## config.mk

```make
export PLATFORM = sky130hd
export DESIGN_NAME = switch_input_ctrl
export DESIGN_NICKNAME = d
export VERILOG_FILES = /design/src/rtl/switch_input_ctrl.sv
export SDC_FILE = /design/constraint.sdc
export NUM_CORES = 1
export LEC_CHECK = 0
export CAP_MARGIN = 25
export CORE_MARGIN = 3
export CORE_UTILIZATION = 30
export DETAILED_ROUTE_END_ITERATION = 12
export HOLD_SLACK_MARGIN = 0.03
export MAX_ROUTING_LAYER = met4
export PLACE_DENSITY = 0.51
export RECOVER_POWER = 50
export SLEW_MARGIN = 20
export SYNTH_ARGS = -nofsm -noshare
export SYNTH_HDL_FRONTEND = slang
export SYNTH_SLANG_ARGS = --single-unit
export TNS_END_PERCENT = 30
```

## constraint.sdc

```tcl
create_clock -name clock -period 3.5 [get_ports clock]
set_input_delay 0.7 -clock clock [delete_from_list [all_inputs] [get_ports clock]]
set_output_delay 0.7 -clock clock [all_outputs]
set_load 0.005 [all_outputs]
```

## src/rtl/switch_input_ctrl.sv

```systemverilog
// switch_input_ctrl: memory-mapped input port for board slide switches and
// push-buttons. Inputs are synchronised, buttons are debounced, and button
// press edges are kept as sticky flags until software reads them.
module switch_input_ctrl #(
    parameter int unsigned SW_WIDTH        = 24,
    parameter int unsigned BTN_COUNT       = 2,
    parameter int unsigned DATA_WIDTH      = 16,
    parameter int unsigned DEBOUNCE_CYCLES = 4
) (
    input  logic                  clock,
    input  logic                  reset,
    input  logic                  SwitchCtrl,
    input  logic                  ioRead,
    input  logic [2:0]            switchAddr,
    input  logic [SW_WIDTH-1:0]   switches,
    input  logic [BTN_COUNT-1:0]  buttons,
    output logic [DATA_WIDTH-1:0] input_data,
    output logic                  rd_valid,
    output logic [BTN_COUNT-1:0]  btn_level
);

    localparam int unsigned CNT_W = $clog2(DEBOUNCE_CYCLES);
    localparam logic [CNT_W-1:0] CNT_LAST = CNT_W'(DEBOUNCE_CYCLES - 1);

    typedef enum logic [2:0] {
        REG_SW_LOW   = 3'd0,
        REG_SW_BYTE0 = 3'd1,
        REG_SW_BYTE2 = 3'd2,
        REG_EDGE     = 3'd3,
        REG_LEVEL    = 3'd4,
        REG_OVF      = 3'd5,
        REG_RSVD6    = 3'd6,
        REG_RSVD7    = 3'd7
    } reg_sel_e;

    logic [SW_WIDTH-1:0]   sw_meta;
    logic [SW_WIDTH-1:0]   sw_sync;
    logic [BTN_COUNT-1:0]  btn_meta;
    logic [BTN_COUNT-1:0]  btn_sync;

    logic [CNT_W-1:0]      cnt_q [BTN_COUNT];
    logic [CNT_W-1:0]      cnt_d [BTN_COUNT];
    logic [BTN_COUNT-1:0]  level_q;
    logic [BTN_COUNT-1:0]  level_d;
    logic [BTN_COUNT-1:0]  rise;
    logic [BTN_COUNT-1:0]  edge_q;
    logic [BTN_COUNT-1:0]  edge_d;
    logic [BTN_COUNT-1:0]  ovf_q;
    logic [BTN_COUNT-1:0]  ovf_d;

    logic                  rd_req;
    reg_sel_e              rd_sel;
    logic                  clr_edge;
    logic                  clr_ovf;
    logic [DATA_WIDTH-1:0] rd_mux;

    assign btn_level = level_q;
    assign rd_req    = SwitchCtrl && ioRead;
    assign rd_sel    = reg_sel_e'(switchAddr);
    assign clr_edge  = rd_req && (rd_sel == REG_EDGE);
    assign clr_ovf   = rd_req && (rd_sel == REG_OVF);

    // Two-flop synchronisers for all asynchronous pins.
    always_ff @(posedge clock or negedge reset) begin
        if (!reset) begin
            sw_meta  <= '0;
            sw_sync  <= '0;
            btn_meta <= '0;
            btn_sync <= '0;
        end else begin
            sw_meta  <= switches;
            sw_sync  <= sw_meta;
            btn_meta <= buttons;
            btn_sync <= btn_meta;
        end
    end

    // Debounce counters, accepted levels and sticky edge/overflow flags (next state).
    always_comb begin
        level_d = level_q;
        for (int unsigned i = 0; i < BTN_COUNT; i++) begin
            cnt_d[i] = '0;
            if (btn_sync[i] != level_q[i]) begin
                if (cnt_q[i] == CNT_LAST) begin
                    level_d[i] = ~level_q[i];
                end else begin
                    cnt_d[i] = cnt_q[i] + CNT_W'(1);
                end
            end
        end
        rise   = level_d & ~level_q;
        // A rising edge in the same cycle as a clearing read keeps the flag set.
        edge_d = (edge_q & ~{BTN_COUNT{clr_edge}}) | rise;
        ovf_d  = (ovf_q & ~{BTN_COUNT{clr_ovf}}) | (rise & edge_q);
    end

    // Debounce and flag state registers.
    always_ff @(posedge clock or negedge reset) begin
        if (!reset) begin
            for (int unsigned i = 0; i < BTN_COUNT; i++) begin
                cnt_q[i] <= '0;
            end
            level_q <= '0;
            edge_q  <= '0;
            ovf_q   <= '0;
        end else begin
            for (int unsigned i = 0; i < BTN_COUNT; i++) begin
                cnt_q[i] <= cnt_d[i];
            end
            level_q <= level_d;
            edge_q  <= edge_d;
            ovf_q   <= ovf_d;
        end
    end

    // Register-select mux; flags are returned before any clear takes effect.
    always_comb begin
        rd_mux = '0;
        case (rd_sel)
            REG_SW_LOW:   rd_mux = DATA_WIDTH'(sw_sync);
            REG_SW_BYTE0: rd_mux = DATA_WIDTH'(sw_sync[7:0]);
            REG_SW_BYTE2: rd_mux = DATA_WIDTH'(sw_sync[23:16]);
            REG_EDGE:     rd_mux = DATA_WIDTH'(edge_q);
            REG_LEVEL:    rd_mux = DATA_WIDTH'(level_q);
            REG_OVF:      rd_mux = DATA_WIDTH'(ovf_q);
            REG_RSVD6:    rd_mux = '0;
            REG_RSVD7:    rd_mux = '0;
            default:      rd_mux = '0;
        endcase
    end

    // Read data register and one-cycle valid pulse.
    always_ff @(posedge clock or negedge reset) begin
        if (!reset) begin
            input_data <= '0;
            rd_valid   <= 1'b0;
        end else begin
            rd_valid <= rd_req;
            if (rd_req) begin
                input_data <= rd_mux;
            end
        end
    end

endmodule

```

==> impl_results.md, run 1 <==
* Status: completed
* Via Count at 1323
* Psw at 0.475 mW
* Number of DRC markers in iteration 0 at 44
* Static Leakage at 1.43 nW
* Post-CTS sizing at 0
* Global-route usage over all layers at 0.110
* CP Buf/Inv Count at 1
* HP Class: flip-flop to flip-flop
* Ys async rst share at 1.00
* Grt ovf at 0
* Clock Pin Slew Worst Setup and Hold Paths at 0.08 ns
* Dpl hpwl at 2.78 mm
* Die H at 96.5 µm
* Yosys warning count at 0
* Placer Congestion at 0.678
* Least-Margin Pin Slew at 1.32 ns
* Skew final at 0.00992 ns
* Met3 Use GR at 0.0519
* Clock power share at 0.318
* Hold-fix buffers, CTS at 0
* Overall power at 1.91 mW
* Kind of critical path: flip-flop to output pin
* Reg2reg path depth at 3
* DRC at 0
* Busiest layer in global routing: met1
* Antenna Nets Post-Route at 0
* Setup violators final at 0
* Sw Ratio at 0.249
* Internal power at 1.43 mW
* Max-Cap Viols at 0
* Port buffer count at 51
* Hold Vio Cnt, Final at 0
* Critical path's largest stage delay at 0.54 ns
* Post-synth top cells: dfrtp_1, nor2_1, a22o_1
* Core area at 7850 µm²
* Sequential area share after synthesis at 0.805
* Reg2reg start: edge_q[0]
* RSZ-0062 raised after global routing: no
* Crit. End Element: output pin
* CTS tree: built
* Clock Sinks at 79
* Critical Path Fanout Max at 5
* Delay-heaviest family, CP: buffers and inverters
* H-tree depth at 3
* CTS Buffer Depth at 2
* Post-synth EDFFs at 0
* Routed WL per cell at 13.6 µm
* Flop pwr share at 0.560
* Post-Synthesis Cells at 149
* # diodes at 0
* Period utilization at 0.578
* Ports at 52
* Area grow syn2layout at 33.5%
* CTS Root Cell: clkbuf_8
* Fin crit period at 2.02 ns
* Num CTS Buffers at 9
* Initial Util at 0.313
* Setup Fix Bufs, Post-CTS at 0
* Final Net Count at 244
* Largest cells by area after synthesis: dfrtp_1, a22o_1, nor2_1
* Die X-Extent at 96.5 µm
* Global-route wire length before repair at 7.18 mm
* Worst path required time at 2.80 ns
* Mean post-synth cell area at 16.5 µm²
* Post-Syn Nets at 184
* First-pass iteration count of the detailed router at 4
* Vias/cell at 4.19
* # fillers at 747
* Critical Path Stages at 1
* Netlist Area Pre-Place at 2450 µm²
* Layout cell share with drive strength beyond 1 at 0.0935
* PwrDens at 581 nW/µm²
* Antenna violations before repair at 0
* Gate power share at 0.122
* Met2 usage at 0.139
* Vias in the first global route at 1450
* Count of distinct cell types in the synthesized netlist at 27
* Synth Flop Type: dfrtp_1
* Largest net degree at the start of global routing at 80
* Most frequent cell after synthesis: dfrtp_1
* Critical path origin: btn_level[1]
* Crit path launch type: flip-flop
* Total Wirelength at 4.30 mm
* Hold Path Stages at 0
* M1 GR Usage at 0.153
* Synth Register Bits at 79
* CP max-delay cell: clkdlybuf4s50_1
* Cell row count at 32
* HP Start: sw_meta[11]
* Top cell type by total area after synthesis: dfrtp_1
* Achievable frequency at 494 MHz
* Slew Limit Fails at 0
* Max VDD drop at 0.000198 V
* Synth top area share at 0.805
* Clock latency on the worst-skew pair at 0.34 ns
* Die ar. at 9300 µm²
* Worst-path cell chain: clkdlybuf4s50_1
* CP arrival at 1.32 ns
* Setup TNS at 0 ns
* Max transition margin at 0.121
==> area by class of cell <==
cell class	count	area, µm²	share of cell area
flip-flops and latches	79	1980	0.603
repair buffers	52	532	0.162
multi-input cells	64	447	0.136
clock buffers	11	141	0.0431
well taps	102	128	0.0389
clock inverters	5	41.3	0.0126
inverters	3	11.3	0.00344
==> cells in the final DEF (no fill, tap or decap) <==
master and count:
clkinvlp_4 2, inv_6 1, mux2_1 2, a21oi_1 1, ha_1 2, nand3_1 2, a221oi_1 6, clkinv_4 2
nor2b_1 4, dlygate4sd3_1 22, clkbuf_8 10, mux2_2 1, nand2_1 3, xnor2_1 2, nand3b_1 1, inv_2 1
a31oi_1 1, a222oi_1 1, clkbuf_1 2, dfrtp_1 79, clkdlybuf4s50_1 28, nand2b_1 1, nor4_4 1, a32oi_1 1
nor3_1 2, inv_1 2, nor2_1 17, buf_16 1, nor3b_2 1, a22o_1 10, a21o_1 3, o21ai_0 2
==> cells by family (layout without fill, tap and decap cells) <==
family | after synthesis | count (layout) | synth area share
DFF | 79 | 79 | 0.805
and+or+nand+nor | 32 | 32 | 0.0683
AOI/OAI and AO/OA | 25 | 25 | 0.0826
buffers and inverters | 6 | 71 | 0.0127
muxes | 3 | 3 | 0.0138
adders and majority gates | 2 | 2 | 0.0102
xor gates and xnor gates | 2 | 2 | 0.00714
==> path summary, 6_finish.rpt <==
| check | slack, ns | end |
|---|---|---|
| min in group asynchronous | 0.64 | cnt_q[3] |
| max in group asynchronous | 2.00 | cnt_q[1] |
| min reg2reg | 0.35 | sw_sync[11] |
| max | 1.48 | btn_level[1] |
| max reg2reg | 2.31 | input_data[0] |
| min | 0.35 | sw_sync[11] |
==> stage by stage <==
| step | util | worst slack (ns) | hold WS [ns] | cell area [µm²] | std cells |
|---|---|---|---|---|---|
| global route | 0.418 | 1.34 | 0.364 | 3280 | 316 |
| floorplan | - | 1.90 | 0.331 | 2450 | 149 |
| finish | 0.418 | 1.48 | 0.352 | 3280 | 316 |
| CTS | 0.415 | 1.45 | 0.354 | 3250 | 315 |
| detailed placement | 0.391 | 1.10 | 0.335 | 3070 | 299 |
| global placement | 0.391 | 1.13 | 0.332 | 3070 | 299 |
==> state kept, by name (all words and copies together), names as in the netlist <==
register and count:
rd_valid 1, edge_q 2, ovf_q 2, sw_sync 24, btn_level 2, cnt_q 4, btn_meta 2, btn_sync 2
input_data 16, sw_meta 24
==> routing by layer <==
layer | up-vias | routed length (µm)
li1 | 638 | -
met1 | 638 | 2170
met2 | 43 | 1850
met3 | 4 | 251
met4 | 0 | 36
met5 | - | 0
==> power by group through the flow <==
stage	logic [mW]	clock network, mW	registers, mW
after CTS	0.240	0.631	1.07
final	0.232	0.606	1.07
after floorplan	0.104	0	1.07
after detailed placement	0.238	0	1.09
after global placement	0.232	0	1.09
after global routing	0.262	0.677	1.08
No activity file was read; power rests on OpenSTA's default activity.
==> run 2, diff against run 1 <==
Settings changed: PLACE_DENSITY 0.51 to 0.53.
Clock period 3.5 ns to 1.6 ns, I/O delays scaled along.
==> run 2 against run 1 <==
Against the previous run: count of clock-buffer cells in the layout decreased by 1; die area unchanged; utilization increased by 1.0 points; clock skew about the same; total power increased by 120%; critical path type unchanged; critical endpoint is now input_data[9].
==> impl_results.md, run 2 (synthesis gave the netlist of run 1 again) <==
* Clock latency on the worst-skew pair at 0.33 ns (about the same)
* Largest net degree at the start of global routing at 38 (-53%)
* Commonest cells after routing, fill and taps aside: dfrtp_1, dlygate4sd3_1, clkdlybuf4s50_1
* Cell row count at 32 (unchanged)
* Worst path required time at 1.28 ns (-1.52 ns)
* PwrDens at 1270 nW/µm² (+120%)
* Placer Congestion at 0.792 (+17%)
* Crit. End Element: output pin
* Overall power at 4.27 mW (+120%)
* Dpl hpwl at 3.07 mm (+11%)
* CP Buf/Inv Count at 1 (unchanged)
* RSZ-0062 raised after global routing: no
* CTS tree: built
* Layout cell share with drive strength beyond 1 at 0.135 (+0.0411)
* Final Util at 0.428 (+0.0100)
* Post-placement cell count at 308 (+3.0%)
* Setup violators final at 0 (unchanged)
* WHS at 0.345 ns (-0.00705 ns)
* Global-route usage over all layers at 0.107 (-0.00295)
* Hold Vio Cnt, Final at 0 (unchanged)
* Status: completed
* CTS Buffer Depth at 2 (unchanged)
* Ports at 52 (unchanged)
* Routed WL per cell at 13.1 µm (-3.7%)
* Flop pwr share at 0.544 (-0.016)
* Die ar. at 9300 µm² (unchanged)
* Skew final at 0.00985 ns (-0.0000682 ns)
* Sequential cell area at 1980 µm² (about the same)
* Fin crit period at 1.54 ns
* Critical path origin: input_data[9]
* HP Start: sw_meta[5]
* Total Wirelength at 4.28 mm (-0.63%)
* Via Count at 1402 (+6.0%)
* Most common cell after layout, fill and taps aside: dfrtp_1
* Worst-path cell chain: clkdlybuf4s50_1
* Static Leakage at 1.52 nW (+6.6%)
* CTS Root Cell: clkbuf_8
* Slew Limit Fails at 0 (unchanged)
* Grt ovf at 0 (unchanged)
* Vias/cell at 4.30 (+2.7%)
* Period utilization at 0.963
* CP arrival at 1.22 ns (-0.10 ns)
* Gate power share at 0.125 (+0.003)
* Clock power share at 0.331 (+0.013)
* CP max-delay cell: clkdlybuf4s50_1
* Die X-Extent at 96.5 µm (unchanged)
* Final Net Count at 254 (+4.1%)
* Final std cells w/o fill at 326 (+3.2%)
* Placed cell area at 3150 µm² (+2.6%)
* Critical path's largest stage delay at 0.52 ns (-0.02 ns)
* Max VDD drop at 0.000605 V (+210%)
* Max-Cap Viols at 0 (unchanged)
* HP Class: flip-flop to flip-flop
* # fillers at 754 (+0.94%)
* Kind of critical path: flip-flop to output pin
* Initial Util at 0.313 (unchanged)
* Antenna Nets Post-Route at 0 (unchanged)
* Die H at 96.5 µm (unchanged)
* H-tree depth at 3 (unchanged)
* Internal power at 3.28 mW (+130%)
* Number of DRC markers in iteration 0 at 38 (-14%)
* Achievable frequency at 649 MHz
* Area grow syn2layout at 36.7%
* Clock Sinks at 79 (unchanged)
* DRC at 0 (unchanged)
* Vias in the first global route at 1541 (+6.3%)
* Max transition margin at 0.582 (+0.461)
* Global-route wire length before repair at 7.04 mm (-2.0%)
* Port buffer count at 51 (unchanged)
* Design area at 3360 µm² (+2.4%)
* Reg2reg start: btn_level[0]
* Crit path launch type: flip-flop
* Top Registers: sw_meta: 24 flops, sw_sync: 24 flops, input_data: 16 flops
* Num CTS Buffers at 9 (unchanged)
* Delay-heaviest family, CP: buffers and inverters
* Multi-input gate area at 447 µm² (unchanged)
* Least-Margin Pin Slew at 0.627 ns (-0.692 ns)
* Sw Ratio at 0.230 (-0.0192)
* R2r setup slk at 0.35 ns (-1.96 ns)
* Psw at 0.982 mW (+110%)
* Antenna violations before repair at 1 (+1)
* First-pass iteration count of the detailed router at 4 (unchanged)
* Clock Pin Slew Worst Setup and Hold Paths at 0.08 ns (about the same)
* Core area at 7850 µm² (unchanged)
* Critical Path Fanout Max at 2 (-3)
run 2: area by class of cell:
cell class / count / area share
sequential: 79 / 0.589
timing repair buffer: 62 / 0.177
multi-input combinational: 64 / 0.133
clock buffer: 10 / 0.0410
tap: 102 / 0.0380
clock inverter: 5 / 0.0172
inverter: 3 / 0.00336
antenna: 1 / 0.000746
run 2: worst paths after layout:
path	endpoint	cells past startpoint
worst min register to register	sw_sync[5]	0
worst max-delay path	input_data[9]	1
min in group asynchronous	sw_sync[10]	2
worst max register to register	input_data[0]	4
max in group asynchronous	btn_level[1]	3
worst min-delay path	sw_sync[5]	0
run 2: per-layer routing:
metal | up-vias | global-route usage | routed length (µm)
met3 | 6 | 0.0565 | 358
met5 | - | - | 0
met1 | 689 | 0.129 | 1880
li1 | 659 | - | -
met2 | 48 | 0.151 | 1990
met4 | 0 | 0.0444 | 53
run 2: per-stage QoR:
step	worst slack (ns)	setup TNS (ns)
5_1_grt	0.000628	0
6_report	0.0584	0
2_1_floorplan	0.375	0
3_3_place_gp	-0.154	-1.06
3_5_place_dp	-0.152	-1.23
4_1_cts	0.0320	0
run 2: power by group through the flow:
| stage | Sequential, mW | Combinational (mW) | Clock (mW) |
|---|---|---|---|
| 3_3_place_gp | 2.37 | 0.528 | 0 |
| 4_1_cts | 2.32 | 0.566 | 1.48 |
| 2_1_floorplan | 2.34 | 0.228 | 0 |
| 5_1_grt | 2.35 | 0.600 | 1.57 |
| 3_5_place_dp | 2.37 | 0.539 | 0 |
| 6_report | 2.32 | 0.533 | 1.41 |
run 2: what timing repair did:
| item | in CTS | in global routing |
|---|---|---|
| resized for setup | 2 | 2 |
| hold buffers | 1 | 0 |
| buffers inserted | 1 | 0 |
| endpoints found under the hold margin | 24 | 0 |
| setup endpoints to repair | 2 | 2 |
==> run 3, diff against run 2 <==
Settings changed: MAX_ROUTING_LAYER met4 to not set.
==> run 3 against run 2 <==
Against the previous run: maximum frequency barely moved; via count shrank 0.21%; sequential power barely moved; flip-flop and latch count is the same; die area is the same; combinational power hardly changed; critical path type unchanged; highest routed layer unchanged.
==> impl_results.md, run 3 (synthesis gave the netlist of run 1 again) <==
* Area grow syn2layout at 36.7% (unchanged)
* Num CTS Buffers at 9 (unchanged)
* Commonest cells after routing, fill and taps aside: dfrtp_1, dlygate4sd3_1, clkdlybuf4s50_1
* Largest net degree at the start of global routing at 38 (unchanged)
* DRC at 0 (unchanged)
* Delay-heaviest family, CP: buffers and inverters
* Setup violators final at 0 (unchanged)
* Dpl hpwl at 3.07 mm (unchanged)
* Vias in the first global route at 1541 (unchanged)
* Critical Path Fanout Max at 2 (unchanged)
* Port buffer count at 51 (unchanged)
* Antenna Nets Post-Route at 0 (unchanged)
* Fin crit period at 1.54 ns (-0.000176 ns)
* Via Count at 1399 (-0.21%)
* Ports at 52 (unchanged)
* Max-Cap Viols at 0 (unchanged)
* Sequential cell area at 1980 µm² (unchanged)
* Max transition margin at 0.582 (unchanged)
* First-pass iteration count of the detailed router at 4 (unchanged)
* Vias/cell at 4.29 (-0.21%)
* CTS Buffer Depth at 2 (unchanged)
* Worst-path cell chain: clkdlybuf4s50_1
* RSZ-0062 raised after global routing: no
* Clock latency on the worst-skew pair at 0.33 ns (about the same)
* CP max-delay cell: clkdlybuf4s50_1
* Placer Congestion at 0.781 (-1.4%)
* Initial Util at 0.313 (unchanged)
* Cell row count at 32 (unchanged)
* Critical path's largest stage delay at 0.52 ns (about the same)
* Total Wirelength at 4.28 mm (about the same)
* Worst path required time at 1.28 ns (about the same)
* PwrDens at 1270 nW/µm² (about the same)
* Die X-Extent at 96.5 µm (unchanged)
* Clock Pin Slew Worst Setup and Hold Paths at 0.08 ns (about the same)
* Static Leakage at 1.52 nW (unchanged)
* Most common cell after layout, fill and taps aside: dfrtp_1
* Overall power at 4.27 mW (about the same)
* Status: completed
* Global-route usage over all layers at 0.104 (-0.00298)
* Grt ovf at 0 (unchanged)
* HP Class: flip-flop to flip-flop
* Achievable frequency at 649 MHz (about the same)
* Slew Limit Fails at 0 (unchanged)
* Die ar. at 9300 µm² (unchanged)
* Layout cell share with drive strength beyond 1 at 0.135 (unchanged)
* Antenna violations before repair at 1 (unchanged)
* CTS tree: built
* Skew final at 0.00985 ns (+0.000000500 ns)
* Number of DRC markers in iteration 0 at 38 (unchanged)
* Placed cell area at 3150 µm² (unchanged)
* Routed WL per cell at 13.1 µm (about the same)
* Least-Margin Pin Slew at 0.627 ns (unchanged)
* Hold Vio Cnt, Final at 0 (unchanged)
* CP arrival at 1.22 ns (about the same)
* CP Buf/Inv Count at 1 (unchanged)
* Die H at 96.5 µm (unchanged)
* Crit. End Element: output pin
* Crit path launch type: flip-flop
* CTS Root Cell: clkbuf_8
* Final Net Count at 254 (unchanged)
* Period utilization at 0.963 (about the same)
* Top Registers: sw_meta: 24 flops, sw_sync: 24 flops, input_data: 16 flops
* Design area at 3360 µm² (unchanged)
* H-tree depth at 3 (unchanged)
* Clock Sinks at 79 (unchanged)
* Kind of critical path: flip-flop to output pin
* Core area at 7850 µm² (unchanged)
* Max VDD drop at 0.000605 V (about the same)
* Global-route wire length before repair at 7.04 mm (unchanged)
* # fillers at 754 (unchanged)
* Multi-input gate area at 447 µm² (unchanged)
==> run 3: layer usage <==
metal,wire length (µm),GRT usage,share of wire,vias to the layer above
met5,0,0,0,-
met1,1880,0.128,0.44,688
met2,1980,0.151,0.46,46
li1,-,-,-,659
met4,61,0.0444,0.014,0
met3,352,0.0581,0.082,6
==> run 3: final timing paths <==
kind                       cells past startpoint           from  slack, ns            end
hold reg to reg                                0     sw_meta[5]       0.34     sw_sync[5]
hold / removal                                 0     sw_meta[5]       0.34     sw_sync[5]
min in group asynchronous                      2          reset       0.54    sw_sync[10]
max in group asynchronous                      3          reset       0.31   btn_level[1]
setup / recovery                               1  input_data[9]       0.06  input_data[9]
setup reg to reg                               4   btn_level[0]       0.35  input_data[0]
==> run 3: power breakdown <==
group          total [mW]  switching [mW]  internal, mW
Clock                1.41           0.656         0.757
Combinational       0.533           0.215         0.318
Sequential           2.32           0.111          2.21
==> run 3: through the flow <==
stage | util | instances | hold WS (ns) | setup TNS, ns | setup slack (ns)
4_1_cts | 0.429 | 325 | 0.347 | 0 | 0.0320
6_report | 0.428 | 326 | 0.345 | 0 | 0.0586
5_1_grt | 0.428 | 326 | 0.359 | 0 | 0.000624
3_3_place_gp | 0.401 | 308 | 0.254 | -1.06 | -0.154
3_5_place_dp | 0.401 | 308 | 0.252 | -1.23 | -0.152
2_1_floorplan | - | 149 | 0.0244 | 0 | 0.375
==> run 3: layout make-up <==
cell class | instances | area share
tap | 102 | 0.0380
multi-input combinational | 64 | 0.133
inverter | 3 | 0.00336
timing repair buffer | 62 | 0.177
clock inverter | 5 | 0.0172
sequential | 79 | 0.589
antenna | 1 | 0.000746
clock buffer | 10 | 0.0410
==> run 3: timing repair <==
action / in CTS / in global routing
setup endpoints to repair: 2 / 2
setup buffers: 1 / 0
resized for setup: 2 / 2
hold buffers: 1 / 0
hold endpoints to repair: 24 / 0
